**src/rtl/wac_acq_pkg.sv**
```systemverilog
// Shared definitions for the serial-ADC acquisition engine: FSM encoding and
// a parameter sanity check used at elaboration.
package wac_acq_pkg;

    typedef enum logic [2:0] {
        IDLE  = 3'd0,
        SETUP = 3'd1,
        SHIFT = 3'd2,
        WRITE = 3'd3,
        QUIET = 3'd4,
        DONE  = 3'd5
    } acqState_t;

    function automatic bit paramsOk(input int nch, input int dataW, input int frameBits,
                                    input int clkDiv, input int quietCyc, input int addrW);
        return (nch >= 1) && (nch <= 8) && (dataW >= 1) && (frameBits >= dataW) &&
               (clkDiv >= 1) && (quietCyc >= 1) && (addrW >= 1);
    endfunction

endpackage

```
**src/rtl/wac_sclk_gen.sv**
```systemverilog
// SCLK divider: CLK_DIV clk cycles per half period, low half first, and a
// period counter. Held idle-high (counters cleared) whenever shiftEn is low.
module wac_sclk_gen #(
    parameter int CLK_DIV    = 4,
    parameter int FRAME_BITS = 16,
    parameter int PER_W      = $clog2(FRAME_BITS + 1)
) (
    input  logic             clk,
    input  logic             rstN,
    input  logic             shiftEn,
    output logic             sclkAdc,
    output logic             riseStb,
    output logic             fallStb,
    output logic [PER_W-1:0] periodCnt
);

    localparam int DIV_W = (CLK_DIV > 1) ? $clog2(CLK_DIV) : 1;

    logic [DIV_W-1:0] divCnt;
    logic             phase;
    logic             halfEnd;
    logic             lastPeriod;

    assign halfEnd    = (divCnt == DIV_W'(CLK_DIV - 1));
    assign lastPeriod = (periodCnt == PER_W'(FRAME_BITS - 1));

    always_ff @(posedge clk or negedge rstN) begin
        if (!rstN) begin
            divCnt    <= '0;
            phase     <= 1'b0;
            periodCnt <= '0;
        end else if (!shiftEn) begin
            divCnt    <= '0;
            phase     <= 1'b0;
            periodCnt <= '0;
        end else if (halfEnd) begin
            divCnt <= '0;
            if (phase) begin
                periodCnt <= periodCnt + 1'b1;
                // Stay high after the final period so SCLK never dips as CS rises
                if (!lastPeriod)
                    phase <= 1'b0;
            end else begin
                phase <= 1'b1;
            end
        end else begin
            divCnt <= divCnt + 1'b1;
        end
    end

    assign sclkAdc = ~shiftEn | phase;
    assign riseStb = shiftEn & ~phase & halfEnd;
    assign fallStb = shiftEn & phase & halfEnd;

endmodule

```
**src/rtl/wac_adc_acq.sv**
```systemverilog
// N-channel serial-ADC acquisition: shared CS/SCLK, parallel deserialisers,
// channel-interleaved buffer writes. Optional macro WAC_ACQ_TESTPAT_EN adds a
// modeTest input that substitutes a counting pattern for the SDO data.
module wac_adc_acq
    import wac_acq_pkg::*;
#(
    parameter int NCH        = 2,
    parameter int DATA_W     = 12,
    parameter int FRAME_BITS = 16,
    parameter int CLK_DIV    = 4,
    parameter int QUIET_CYC  = 8,
    parameter int ADDR_W     = 12
) (
    input  logic              clk,
    input  logic              rstN,
    input  logic              start,
    input  logic              stop,
    input  logic              modeCont,
    input  logic [ADDR_W-1:0] nSamples,
    input  logic [NCH-1:0]    sdoAdc,
`ifdef WAC_ACQ_TESTPAT_EN
    input  logic              modeTest,
`endif
    output logic              csAdc,
    output logic              sclkAdc,
    output logic              bufWe,
    output logic [ADDR_W-1:0] bufAddr,
    output logic [DATA_W-1:0] bufData,
    output logic              busy,
    output logic              done,
    output logic [ADDR_W-1:0] sampleCnt,
    output logic              wrapFlag
);

    localparam int CH_W  = (NCH > 1) ? $clog2(NCH) : 1;
    localparam int MAXC  = (CLK_DIV > QUIET_CYC) ? CLK_DIV : QUIET_CYC;
    localparam int CNT_W = $clog2(MAXC + 1);
    localparam int PER_W = $clog2(FRAME_BITS + 1);

    if (!paramsOk(NCH, DATA_W, FRAME_BITS, CLK_DIV, QUIET_CYC, ADDR_W)) begin : gBadParams
        $error("wac_adc_acq: parameter out of range");
    end

    acqState_t                     state, stateNext;
    logic [CNT_W-1:0]              cnt;
    logic [CH_W-1:0]               chIdx;
    logic                          lastCh;
    logic                          modeLat;
    logic [ADDR_W-1:0]             nLat;
    logic                          stopPend;
    logic [NCH-1:0][DATA_W-1:0]    sr;
    logic [DATA_W-1:0]             wrData;
    logic                          riseStb, fallStb, frameEnd;
    logic [PER_W-1:0]              periodCnt;
`ifdef WAC_ACQ_TESTPAT_EN
    logic [DATA_W-1:0]             patCnt;
`endif

    wac_sclk_gen #(
        .CLK_DIV    (CLK_DIV),
        .FRAME_BITS (FRAME_BITS),
        .PER_W      (PER_W)
    ) uSclk (
        .clk       (clk),
        .rstN      (rstN),
        .shiftEn   (state == SHIFT),
        .sclkAdc   (sclkAdc),
        .riseStb   (riseStb),
        .fallStb   (fallStb),
        .periodCnt (periodCnt)
    );

    assign frameEnd = fallStb && (periodCnt == PER_W'(FRAME_BITS - 1));
    assign lastCh   = (chIdx == CH_W'(NCH - 1));

    always_comb begin
        stateNext = state;
        case (state)
            IDLE:  if (start && !stop)
                       stateNext = (modeCont || nSamples != '0) ? SETUP : DONE;
            SETUP: if (stop)                          stateNext = DONE;
                   else if (cnt == CNT_W'(CLK_DIV - 1)) stateNext = SHIFT;
            SHIFT: if (stop)          stateNext = DONE;
                   else if (frameEnd) stateNext = WRITE;
            WRITE: if (lastCh)
                       stateNext = (stop || stopPend) ? DONE : QUIET;
            QUIET: if (stop)
                       stateNext = DONE;
                   else if (cnt == CNT_W'(QUIET_CYC - 1))
                       stateNext = (!modeLat && sampleCnt == nLat) ? DONE : SETUP;
            DONE:  stateNext = IDLE;
            default: stateNext = IDLE;
        endcase
    end

    always_ff @(posedge clk or negedge rstN) begin
        if (!rstN) begin
            state     <= IDLE;
            cnt       <= '0;
            chIdx     <= '0;
            modeLat   <= 1'b0;
            nLat      <= '0;
            stopPend  <= 1'b0;
            bufAddr   <= '0;
            sampleCnt <= '0;
            wrapFlag  <= 1'b0;
`ifdef WAC_ACQ_TESTPAT_EN
            patCnt    <= '0;
`endif
        end else begin
            state <= stateNext;
            cnt   <= (stateNext != state) ? '0 : cnt + 1'b1;
            if (state == IDLE && stateNext == SETUP) begin
                modeLat   <= modeCont;
                nLat      <= nSamples;
                stopPend  <= 1'b0;
                chIdx     <= '0;
                bufAddr   <= '0;
                sampleCnt <= '0;
                wrapFlag  <= 1'b0;
`ifdef WAC_ACQ_TESTPAT_EN
                patCnt    <= '0;
`endif
            end
            if (state == WRITE) begin
                bufAddr <= bufAddr + 1'b1;
                if (&bufAddr)
                    wrapFlag <= 1'b1;
                chIdx <= lastCh ? '0 : chIdx + 1'b1;
                if (lastCh)
                    sampleCnt <= sampleCnt + 1'b1;
                // A stop mid-group is deferred so the buffer only holds whole groups
                if (stop)
                    stopPend <= 1'b1;
`ifdef WAC_ACQ_TESTPAT_EN
                patCnt <= patCnt + 1'b1;
`endif
            end
        end
    end

    // Shift on the edge where SCLK rises; truncation keeps the last DATA_W bits
    always_ff @(posedge clk or negedge rstN) begin
        if (!rstN)
            sr <= '0;
        else if (riseStb)
            for (int c = 0; c < NCH; c++)
                sr[c] <= DATA_W'({sr[c], sdoAdc[c]});
    end

    always_comb begin
        wrData = sr[chIdx];
`ifdef WAC_ACQ_TESTPAT_EN
        if (modeTest)
            wrData = patCnt;
`endif
    end

    assign csAdc   = !(state == SETUP || state == SHIFT);
    assign bufWe   = (state == WRITE);
    assign bufData = bufWe ? wrData : '0;
    assign busy    = (state == SETUP) || (state == SHIFT) || (state == WRITE) || (state == QUIET);
    assign done    = (state == DONE);

endmodule

```
**config.mk**
```make
export PLATFORM = sky130hd
export DESIGN_NAME = wac_adc_acq
export DESIGN_NICKNAME = d
export VERILOG_FILES = /design/src/rtl/wac_acq_pkg.sv /design/src/rtl/wac_sclk_gen.sv /design/src/rtl/wac_adc_acq.sv
export SDC_FILE = /design/constraint.sdc
export NUM_CORES = 1
export LEC_CHECK = 0
export ABC_AREA = 1
export CAP_MARGIN = 20
export CORE_MARGIN = 2
export CORE_UTILIZATION = 35
export CTS_BUF_LIST = sky130_fd_sc_hd__clkbuf_16
export DETAILED_ROUTE_END_ITERATION = 10
export HOLD_SLACK_MARGIN = 0.08
export PLACE_DENSITY = 0.6
export SYNTH_ARGS = -nofsm -noshare
export SYNTH_HDL_FRONTEND = slang
export SYNTH_SLANG_ARGS = --single-unit
```
**constraint.sdc**
```tcl
create_clock -name clk -period 2.05 [get_ports clk]
set_clock_uncertainty 0.05 [all_clocks]
set_input_delay 0.3075 -clock clk [delete_from_list [all_inputs] [get_ports clk]]
set_output_delay 0.3075 -clock clk [all_outputs]
set_load 0.005 [all_outputs]
```
==> results of run 1 <==
-- placed cells by master (no fill, tap or decap), drive strengths merged --
cell and instances:
clkinv 5, ha 6, buf 38, a31oi 1, inv 79, clkbuf 15, o21ai 49, mux2i 2
bufinv 1, o31ai 1, nand2 119, dlygate4sd2 5, xor2 4, a22oi 12, nand3 36, nand4 5
or2 1, clkdlybuf4s50 43, clkinvlp 2, o22ai 3, xnor2 5, o211ai 1, nor2 66, dlygate4sd3 1
a21oi 19, dfrtp 79, nor3 10
-- logic make-up after synthesis --
logic type	count (synthesis)	synth area share, %
AO/OA/AOI/OAI	86	11.7
XOR/XNOR	9	1.96
adder cells (fa/ha/maj)	6	1.87
buffers and inverters	91	9.27
flip-flops	79	49.2
multiplexers	2	0.498
AND/OR/NAND/NOR	234	25.5
-- cell type report --
cell class | count | area [µm²] | share of cell area (%)
Sequential cell | 79 | 1980 | 35.8
Tap cell | 143 | 179 | 3.24
Inverter | 79 | 322 | 5.83
Timing Repair Buffer | 93 | 892 | 16.2
Multi-Input combinational cell | 340 | 1850 | 33.5
Clock inverter | 7 | 65.1 | 1.18
Timing Repair inverter | 1 | 8.76 | 0.159
Clock buffer | 9 | 225 | 4.08
-- report_power, final --
part	switching, W	total, W	internal [W]
Clock	0.000639	0.00157	0.000932
Combinational	0.000966	0.00157	0.000604
Sequential	0.000140	0.00190	0.00176
Total	0.00175	0.00504	0.00329
-- Yosys cell counts, drive strengths merged --
library cell / number
a21oi: 19
a22oi: 12
a31oi: 1
buf: 8
clkbuf: 4
clkinv: 1
dfrtp: 79
ha: 6
inv: 78
mux2i: 2
nand2: 116
nand3: 36
nand4: 5
nor2: 66
nor3: 10
o211ai: 1
o21ai: 49
o22ai: 3
o31ai: 1
or2: 1
xnor2: 5
xor2: 4
-- final timing paths --
check | from | to | slack, ps | cells past startpoint
min in group asynchronous | rstN | sampleCnt[2]$_DFF_PN0_ | 430 | 2
min | cnt[0]$_DFF_PN0_ | cnt[0]$_DFF_PN0_ | 410 | 1
max in group asynchronous | rstN | sr[22]$_DFFE_PN0P_ | 940 | 3
min reg2reg | cnt[0]$_DFF_PN0_ | cnt[0]$_DFF_PN0_ | 410 | 1
max | state[0]$_DFF_PN0_ | bufWe | 10 | 4
max reg2reg | state[0]$_DFF_PN0_ | sampleCnt[3]$_DFF_PN0_ | 60 | 13
-- critical path, delay by kind of cell (launching register included) --
kind | cells | cell delay (ps)
buffers and inverters | 2 | 760
flip-flops | 1 | 390
AND/OR/NAND/NOR | 2 | 200
-- state kept, by name (all words and copies together) (netlist names) --
name,count
sr,24
bufAddr,12
nLat,12
sampleCnt,12
uSclk.periodCnt,5
cnt,4
state,3
uSclk.divCnt,2
chIdx,1
modeLat,1
stopPend,1
uSclk.phase,1
wrapFlag,1
-- metrics by stage --
| step | hold WS (ps) | power [W] | area (µm²) | worst slack (ps) | instances |
|---|---|---|---|---|---|
| after floorplan | -38.1 | 0.00277 | 4020 | 348 | 507 |
| after global placement | 259 | 0.00314 | 4840 | -3.34 | 710 |
| after detailed placement | 260 | 0.00315 | 4840 | -66.1 | 710 |
| after CTS | 418 | 0.00475 | 5260 | -220 | 739 |
| after global routing | 437 | 0.00532 | 5520 | -50.9 | 751 |
| final | 413 | 0.00504 | 5520 | 11.4 | 751 |
-- metal layers --
layer	track usage, %	up-vias	part of all wire [%]
met5	0	-	0
met4	7.00	0	1.6
met3	3.17	13	3.6
met2	26.7	83	49
met1	21.5	1753	46
li1	-	1823	-
-- repair_timing --
item,in CTS,in global routing
endpoints found under the hold margin,36,0
hold buffers,1,0
pin swaps,4,12
gates cloned,1,5
setup buffers,11,7
resized for setup,51,48
setup endpoints to repair,17,37
==> results.json, run 1 <==
{
  "cts_made_buffers": 9,
  "power.density_nw_per_um2": 913,
  "grt_max_degree": 49,
  "cts_root_buf": "clkbuf_16",
  "drt_first_pass_iters": 4,
  "crit_chain": "nand2_2 > nor2_4 > buf_4 > clkdlybuf4s50_1",
  "fin_tns_setup_ps": 0,
  "via_per_inst": 4.89,
  "h-tree-depth": 3,
  "fillers": 1122,
  "synth.avg_cell_area_um2": 7.93,
  "antenna_found_initial": 0,
  "die_w_um": 111,
  "cts_tree": "built",
  "run_status": "complete, no violations",
  "post-route-period-util_pct": 99.4,
  "ant_nets": 0,
  "dp_hpwl_mm": 6.85,
  "area.growth.synth_to_final_pct": 37.3,
  "dieArea_um2": 12400,
  "utilization_pct": 48.8,
  "critPathMaxStageDelay_ps": 530,
  "antenna_cells": 0,
  "cpMaxStageDelayCell": "clkdlybuf4s50_1",
  "power_leakage_nw": 2.67,
  "netlist.area_leader.share_pct": 49.2,
  "clk_pin_slew_ps": 60,
  "drive_gt1_share_pct": 17.1,
  "yosysSeqAreaShare_pct": 49.2,
  "boundaryPins": 61,
  "netlist_area_um2": 4020,
  "clockBufferDepth": 2,
  "max_cap_violations": 0,
  "vias": 3672,
  "cp-end-kind": "output pin",
  "vdd_drop_max_mv": 0.417,
  "synth_nets": 532,
  "grt_pass1_wl_mm": 16.5,
  "yosysTopAreaCell": "dfrtp_1",
  "die_h_um": 111,
  "crit_type": "reg -> out",
  "slew_violations": 0,
  "globalRouteOverflowTotal": 0,
  "slew_headroom_pct": 66.5,
  "netlist_instances": 507,
  "worstPathRequired_ps": 1690,
  "portBuffers": 60,
  "gp_congestion": 0.849,
  "post_drt_wl_per_cell_um": 13.6,
  "rsz0062_at_grt": "yes",
  "worstMarginPinSlew_ps": 503,
  "final-hold-violation-count": 0,
  "crit_fanout": 14,
  "synthDistinctLibCells": 33,
  "drt-total-wl_mm": 10.2,
  "grt_pass1_vias": 3536,
  "hold_path.class": "reg -> reg",
  "fin_crit_ps": 2040,
  "crit_arrival_ps": 1680,
  "synthTopCellsByArea": "dfrtp_1 (49%), nand2_1 (10%), inv_1 (6.8%), nor2_1 (5.6%), o21ai_0 (4.9%)",
  "max_freq_mhz": 491,
  "drc": 0,
  "grt_usage_pct": 16.4,
  "start_kind": "flip-flop",
  "finalSetupViolations": 0,
  "coreArea_um2": 11300,
  "drt_iter0_markers": 212,
  "yosysWarnings": 0,
  "cts_sinks": 79,
  "num_rows": 39,
  "insertion_delay_ps": 340,
  "nNetsFinal": 628,
  "ys_seq_elements": 79,
  "start_util_pct": 35.5
}
No activity file was read; power rests on OpenSTA's default activity.
==> run 2, diff against run 1 <==
--- a/config.mk
+++ b/config.mk
@@ -7,10 +7,12 @@
 export LEC_CHECK = 0
 export ABC_AREA = 1
 export CAP_MARGIN = 20
+export CORE_ASPECT_RATIO = 1.4
 export CORE_MARGIN = 2
 export CORE_UTILIZATION = 35
 export CTS_BUF_LIST = sky130_fd_sc_hd__clkbuf_16
 export DETAILED_ROUTE_END_ITERATION = 10
+export GPL_ROUTABILITY_DRIVEN = 1
 export HOLD_SLACK_MARGIN = 0.08
 export PLACE_DENSITY = 0.6
 export SYNTH_ARGS = -nofsm -noshare
==> run 2 against run 1 <==
Compared with the run above:
- the run now ends with negative setup slack left
- combinational power hardly changed
- fmax is 1.1% lower
- non-clock buffer count stayed put
- largest power group unchanged
- register-to-register slack better by 80 ps
- cell area is 0.16% lower
- global-route usage is 0.92 points higher
- hold slack worse by 25 ps
- utilization is 0.095 points higher
- die area is 0.10% higher
==> results.json, run 2 (synthesis results as in run 1) <==
{
  "worst-path-stages": 10,
  "coreArea_um2": 11300,
  "post_drt_wl_per_cell_um": 13.9,
  "globalRouteOverflowTotal": 0,
  "final_cell_mix": "nand2_1 (106), dfrtp_1 (79), inv_1 (75), nor2_1 (57), clkdlybuf4s50_1 (43)",
  "power_w": 0.00523,
  "drt_first_pass_iters": 4,
  "ant_nets": 0,
  "fin_crit_ps": 2060,
  "mostFrequentLayoutCell": "nand2_1",
  "violations": "negative setup slack",
  "utilization_pct": 48.8,
  "run_status": "finished with violations",
  "portBuffers": 60,
  "cts_root_buf": "clkbuf_16",
  "crit_buf_inv": 6,
  "worstMarginPinSlew_ps": 538,
  "critPathMaxStageDelay_ps": 390,
  "cts_sinks": 79,
  "hold_path.class": "reg -> reg",
  "seqCellArea_um2": 1980,
  "crit_top_cell": "buf_6",
  "power.density_nw_per_um2": 949,
  "cpMaxStageDelayCell": "dfrtp_1",
  "start_util_pct": 35.6,
  "clockBufferDepth": 2,
  "area.growth.synth_to_final_pct": 37.1,
  "min_path_cells": 1,
  "vias": 3672,
  "rsz0062_at_grt": "yes",
  "largest-register": "sr",
  "gp_congestion": 0.927,
  "vdd_drop_max_mv": 0.475,
  "cts_tree": "built",
  "antenna_cells": 0,
  "max_freq_mhz": 485,
  "crit_type": "reg -> out",
  "finalSetupViolations": 1,
  "fin_tns_setup_ps": -10.5,
  "reg2reg_depth": 13,
  "boundaryPins": 61,
  "drt_iter0_markers": 151,
  "dpl_cell_area_um2": 4840,
  "h-tree-depth": 3,
  "crit_chain": "nand2_2 > nor2_4 > inv_4 > nor2_4 > buf_6 > buf_6 > buf_6 > a22oi_2 > inv_1 > buf_2",
  "crit_fanout": 3,
  "drc": 0,
  "drive_gt1_share_pct": 16.5,
  "num_rows": 46,
  "grt_usage_pct": 17.4,
  "max_cap_violations": 0,
  "insertion_delay_ps": 340,
  "dp_hpwl_mm": 6.88,
  "nNetsFinal": 627,
  "via_per_inst": 4.89,
  "setup_slack_ps": -10.5,
  "clk_pin_slew_ps": 60,
  "grt_pass1_vias": 3562,
  "cts_made_buffers": 9,
  "largest_register_ffs": 24,
  "dieArea_um2": 12400,
  "final-hold-violation-count": 0,
  "crit_arrival_ps": 1700,
  "die_w_um": 94.6,
  "post-route-period-util_pct": 101,
  "grt_max_degree": 49,
  "slew_headroom_pct": 64.2,
  "multi_input_area_um2": 1830,
  "worstPathRequired_ps": 1690,
  "start_kind": "flip-flop",
  "cp-end-kind": "output pin",
  "fillers": 1077,
  "antenna_found_initial": 0,
  "critical_path.top_delay_family": "buffers and inverters",
  "fin_area_um2": 5510,
  "drt-total-wl_mm": 10.5,
  "power_leakage_nw": 2.68,
  "slew_violations": 0,
  "die_h_um": 131,
  "grt_pass1_wl_mm": 16.7
}
-- run 2: cell count changes in the layout (fill, tap and decap cells not counted), moves of 3 or more --
cell | before | now
buf_2 | 6 | 10
nand2_8 | 5 | 2
a22oi_1 | 1 | 4
nand2_4 | 3 | 6
a22oi_2 | 11 | 8
-- run 2: final cells by class --
type / instances / area share [%]
Clock inverter: 7 / 1.91
Multi-Input combinational cell: 340 / 33.3
Tap cell: 144 / 3.27
Timing Repair Buffer: 93 / 15.6
Sequential cell: 79 / 35.9
Inverter: 79 / 5.93
Clock buffer: 9 / 4.09
-- run 2: path summary, 6_finish.rpt --
path                                      startpoint                   endpoint  slack (ps)
max in group asynchronous                       rstN           cnt[1]$_DFF_PN0_         900
hold reg to reg            uSclk.divCnt[0]$_DFF_PN0_  uSclk.divCnt[0]$_DFF_PN0_         390
hold / removal             uSclk.divCnt[0]$_DFF_PN0_  uSclk.divCnt[0]$_DFF_PN0_         390
setup / recovery                  state[0]$_DFF_PN0_                bufData[11]         -10
setup reg to reg                  state[0]$_DFF_PN0_     bufAddr[2]$_DFFE_PN0P_         140
min in group asynchronous                       rstN        nLat[5]$_DFFE_PN0P_         440
-- run 2: worst register-to-register path, delay by kind of cell (launching register included) --
kind	cells	cell delay [ps]
and+or+nand+nor	9	820
DFF	1	410
buffers and inverters	4	520
-- run 2: repair_timing --
action,4_1_cts,5_1_grt
setup buffers,13,7
gates resized for setup,70,33
endpoints found under the hold margin,38,0
cloned,1,3
pin swaps,3,15
setup endpoints to repair,17,44
hold buffers,1,0
-- run 2: power by group --
part / internal [W] / switching [W]
clock network: 0.00117 / 0.000599
logic: 0.000618 / 0.000929
registers: 0.00175 / 0.000158
total: 0.00354 / 0.00169
-- run 2: stage by stage --
| stage | hold WS [ps] | worst slack, ps | std cells |
|---|---|---|---|
| floorplan | -38.1 | 348 | 507 |
| global placement | 264 | -23.1 | 711 |
| detailed placement | 279 | -76.6 | 711 |
| CTS | 393 | -149 | 741 |
| global route | 421 | -95.9 | 751 |
| finish | 388 | -10.5 | 751 |
-- run 2: per-layer routing --
metal | track usage, % | vias up | share of wire [%]
li1 | - | 1815 | -
met1 | 20.9 | 1747 | 42
met2 | 28.9 | 83 | 50
met3 | 4.19 | 27 | 4.1
met4 | 8.78 | 0 | 3.7
met5 | 0 | - | 0
==> run 3, diff against run 2 <==
--- a/config.mk
+++ b/config.mk
@@ -17,4 +17,5 @@
 export PLACE_DENSITY = 0.6
 export SYNTH_ARGS = -nofsm -noshare
 export SYNTH_HDL_FRONTEND = slang
+export SYNTH_HIERARCHICAL = 1
 export SYNTH_SLANG_ARGS = --single-unit
==> run 3 against run 2 <==
Compared with the run above:
- critical endpoint is now nLat[6]$_DFFE_PN0P_
- the run now ends clean
- register-to-register slack worse by 60 ps
- synthesized cell count grew 0.39%
- via count is 1.7% lower
- final cell count up 1.1%
- cell area increased by 2.1%
- hold slack worse by 74 ps
==> results.json, run 3 <==
{
  "yosysSeqAreaShare_pct": 47.2,
  "boundaryPins": 61,
  "crit_fanout": 9,
  "critPathMaxStageDelay_ps": 410,
  "power_frac_clock_pct": 30.6,
  "synth_commonest_cells": "nand2_1 (110), inv_1 (82), dfrtp_1 (79)",
  "coreArea_um2": 11800,
  "ys_seq_elements": 79,
  "netlist_area_um2": 4180,
  "crit_top_cell": "buf_4",
  "crit_arrival_ps": 2140,
  "hold_path.class": "in -> async",
  "synthDistinctLibCells": 37,
  "postSynth.asyncResetShare_pct": 100,
  "final-hold-violation-count": 0,
  "nNetsFinal": 632,
  "synth.avg_cell_area_um2": 8.22,
  "drive_gt1_share_pct": 22.9,
  "area.growth.synth_to_final_pct": 34.4,
  "start_kind": "flip-flop",
  "synth_enable_flop_cells": 0,
  "die_w_um": 96.4,
  "synth_nets": 534,
  "antenna_cells": 0,
  "antenna_found_initial": 0,
  "yosysWarnings": 6,
  "switching_share_pct": 33.6,
  "drc": 0,
  "cts_sinks": 79,
  "slew_headroom_pct": 76.2,
  "netlist.area_leader.share_pct": 47.2,
  "fillers": 1160,
  "power_leakage_nw": 2.75,
  "max_freq_mhz": 509,
  "synthTopCellsByArea": "dfrtp_1 (47%), nand2_1 (9.9%), inv_1 (7.4%), o21ai_2 (4.2%), nor2_1 (4.0%)",
  "num_rows": 47,
  "clockBufferDepth": 2,
  "via_per_inst": 4.75,
  "crit_chain": "inv_4 > buf_4 > buf_4 > nand3_4 > inv_4 > nand2_4 > nor2_4 > nand3b_1 > nand2_1 > nand2_2 > nand3_4 > nand2_8 > buf_4 > nand2_1 > o21ai_2",
  "intPower_w": 0.00367,
  "setup_slack_ps": 83.8,
  "pre_cts_slack_ps": 14.7,
  "cts_tree": "built",
  "fin_crit_ps": 1970,
  "dieArea_um2": 12900,
  "power_switching_w": 0.00186,
  "critical_path.top_delay_family": "simple AND/OR/NAND/NOR gates",
  "largest_register_ffs": 24,
  "slew_violations": 0,
  "final_cells": 759,
  "synth_ff_type": "dfrtp_1",
  "insertion_delay_ps": 340,
  "p_seq_share_pct": 36.7,
  "vias": 3608,
  "portBuffers": 60,
  "netlist_instances": 509,
  "hold-worst-slack_ps": 314,
  "final_cell_mix": "nand2_1 (107), inv_1 (80), dfrtp_1 (78), nor2_1 (42), clkdlybuf4s50_1 (42)",
  "power.density_nw_per_um2": 983,
  "placedCellCount": 724,
  "drt_first_pass_iters": 4,
  "cts_made_buffers": 9,
  "grt_pass1_vias": 3528,
  "drt_iter0_markers": 143,
  "cpMaxStageDelayCell": "dfrtp_1",
  "globalRouteOverflowTotal": 0,
  "worstPathRequired_ps": 2230,
  "fin_tns_setup_ps": 0,
  "crit_type": "reg -> reg",
  "mostFrequentLayoutCell": "nand2_1",
  "drt-total-wl_mm": 10.1,
  "utilization_pct": 47.8,
  "combPwrFrac_pct": 32.7,
  "worstMarginPinSlew_ps": 356,
  "ant_nets": 0,
  "post-route-period-util_pct": 95.9,
  "run_status": "complete, no violations",
  "grt_max_degree": 40,
  "h-tree-depth": 3,
  "max_cap_violations": 0,
  "crit_buf_inv": 5,
  "cts_root_buf": "clkbuf_16",
  "dp_hpwl_mm": 7.33,
  "grt_usage_pct": 16.7,
  "largest-register": "sr",
  "clk_pin_slew_ps": 60,
  "grt_pass1_wl_mm": 16.6,
  "finalSetupViolations": 0,
  "yosysTopAreaCell": "dfrtp_1",
  "cp-end-kind": "flip-flop",
  "yosysMostFrequentCell": "nand2_1",
  "vdd_drop_max_mv": 0.440,
  "gp_congestion": 0.838,
  "rsz0062_at_grt": "yes",
  "die_h_um": 133,
  "start_util_pct": 35.6,
  "post_drt_wl_per_cell_um": 13.3
}
-- run 3: through the flow --
| stage | cell area, µm² | total power, W |
|---|---|---|
| floorplan | 4180 | 0.00306 |
| global placement | 5090 | 0.00360 |
| detailed placement | 5090 | 0.00363 |
| CTS | 5610 | 0.00544 |
| global route | 5630 | 0.00587 |
| finish | 5630 | 0.00553 |
-- run 3: kinds of logic (layout without fill, tap and decap cells) --
kind of cell	count (synthesis)	count (layout)	synth area share [%]
and+or+nand+nor	221	222	24.3
buffers and inverters	100	202	9.72
AOI/OAI and AO/OA	90	90	13.9
DFF	79	79	47.2
xor gates and xnor gates	8	8	1.67
adders and majority gates	6	6	1.79
muxes	5	5	1.32
-- run 3: worst register-to-register path, stage by stage, from the launching register on --
cell and delay, ps:
dfrtp_1 410, inv_4 90, buf_4 110, buf_4 120, nand3_4 90, inv_4 80, nand2_4 60, nor2_4 90
nand3b_1 80, nand2_1 70, nand2_2 80, nand3_4 110, nand2_8 100, buf_4 200, nand2_1 80, o21ai_2 50
-- run 3: final timing paths --
kind | cells past startpoint | slack [ps] | endpoint | start
worst max-delay path | 15 | 80 | nLat[6]$_DFFE_PN0P_ | state[2]$_DFF_PN0_
max in group asynchronous | 3 | 1020 | sr[1]$_DFFE_PN0P_ | rstN
worst min register to register | 1 | 380 | uSclk/divCnt[0]$_DFF_PN0_ | uSclk/divCnt[0]$_DFF_PN0_
worst max register to register | 15 | 80 | nLat[6]$_DFFE_PN0P_ | state[2]$_DFF_PN0_
worst min-delay path | 2 | 310 | sampleCnt[2]$_DFF_PN0_ | rstN
min in group clk | 1 | 380 | uSclk/divCnt[0]$_DFF_PN0_ | uSclk/divCnt[0]$_DFF_PN0_
-- run 3: layer usage --
metal,GRT usage (%),vias up,part of all wire [%]
met5,0,-,0
met4,7.75,0,2.0
met3,2.43,14,3.0
met2,30.0,60,55
met1,19.0,1715,40
li1,-,1819,-
-- run 3: cell type report --
type                    count  area, µm²  area share (%)
repair buffers             98        927            16.5
inverters                  88        338            6.01
multi-input cells         331       1880            33.5
flip-flops and latches     79       1980            35.2
clock inverters             7       88.8            1.58
well taps                 147        184            3.27
clock buffers               9        225            4.00
-- run 3: power groups by stage --
stage / registers [W] / clock network, W / logic (W)
3_3_place_gp: 0.00205 / 0 / 0.00155
4_1_cts: 0.00203 / 0.00173 / 0.00169
5_1_grt: 0.00206 / 0.00180 / 0.00201
2_1_floorplan: 0.00201 / 0 / 0.00105
3_5_place_dp: 0.00205 / 0 / 0.00158
6_report: 0.00203 / 0.00169 / 0.00181
-- run 3: timing repair --
action / in CTS / in global routing
setup buffers: 14 / 1
hold endpoints to repair: 52 / 0
hold buffers: 1 / 0
gates cloned: 2 / 2
pin swaps: 4 / 4
endpoints found under the setup margin: 16 / 44
gates resized for setup: 50 / 26
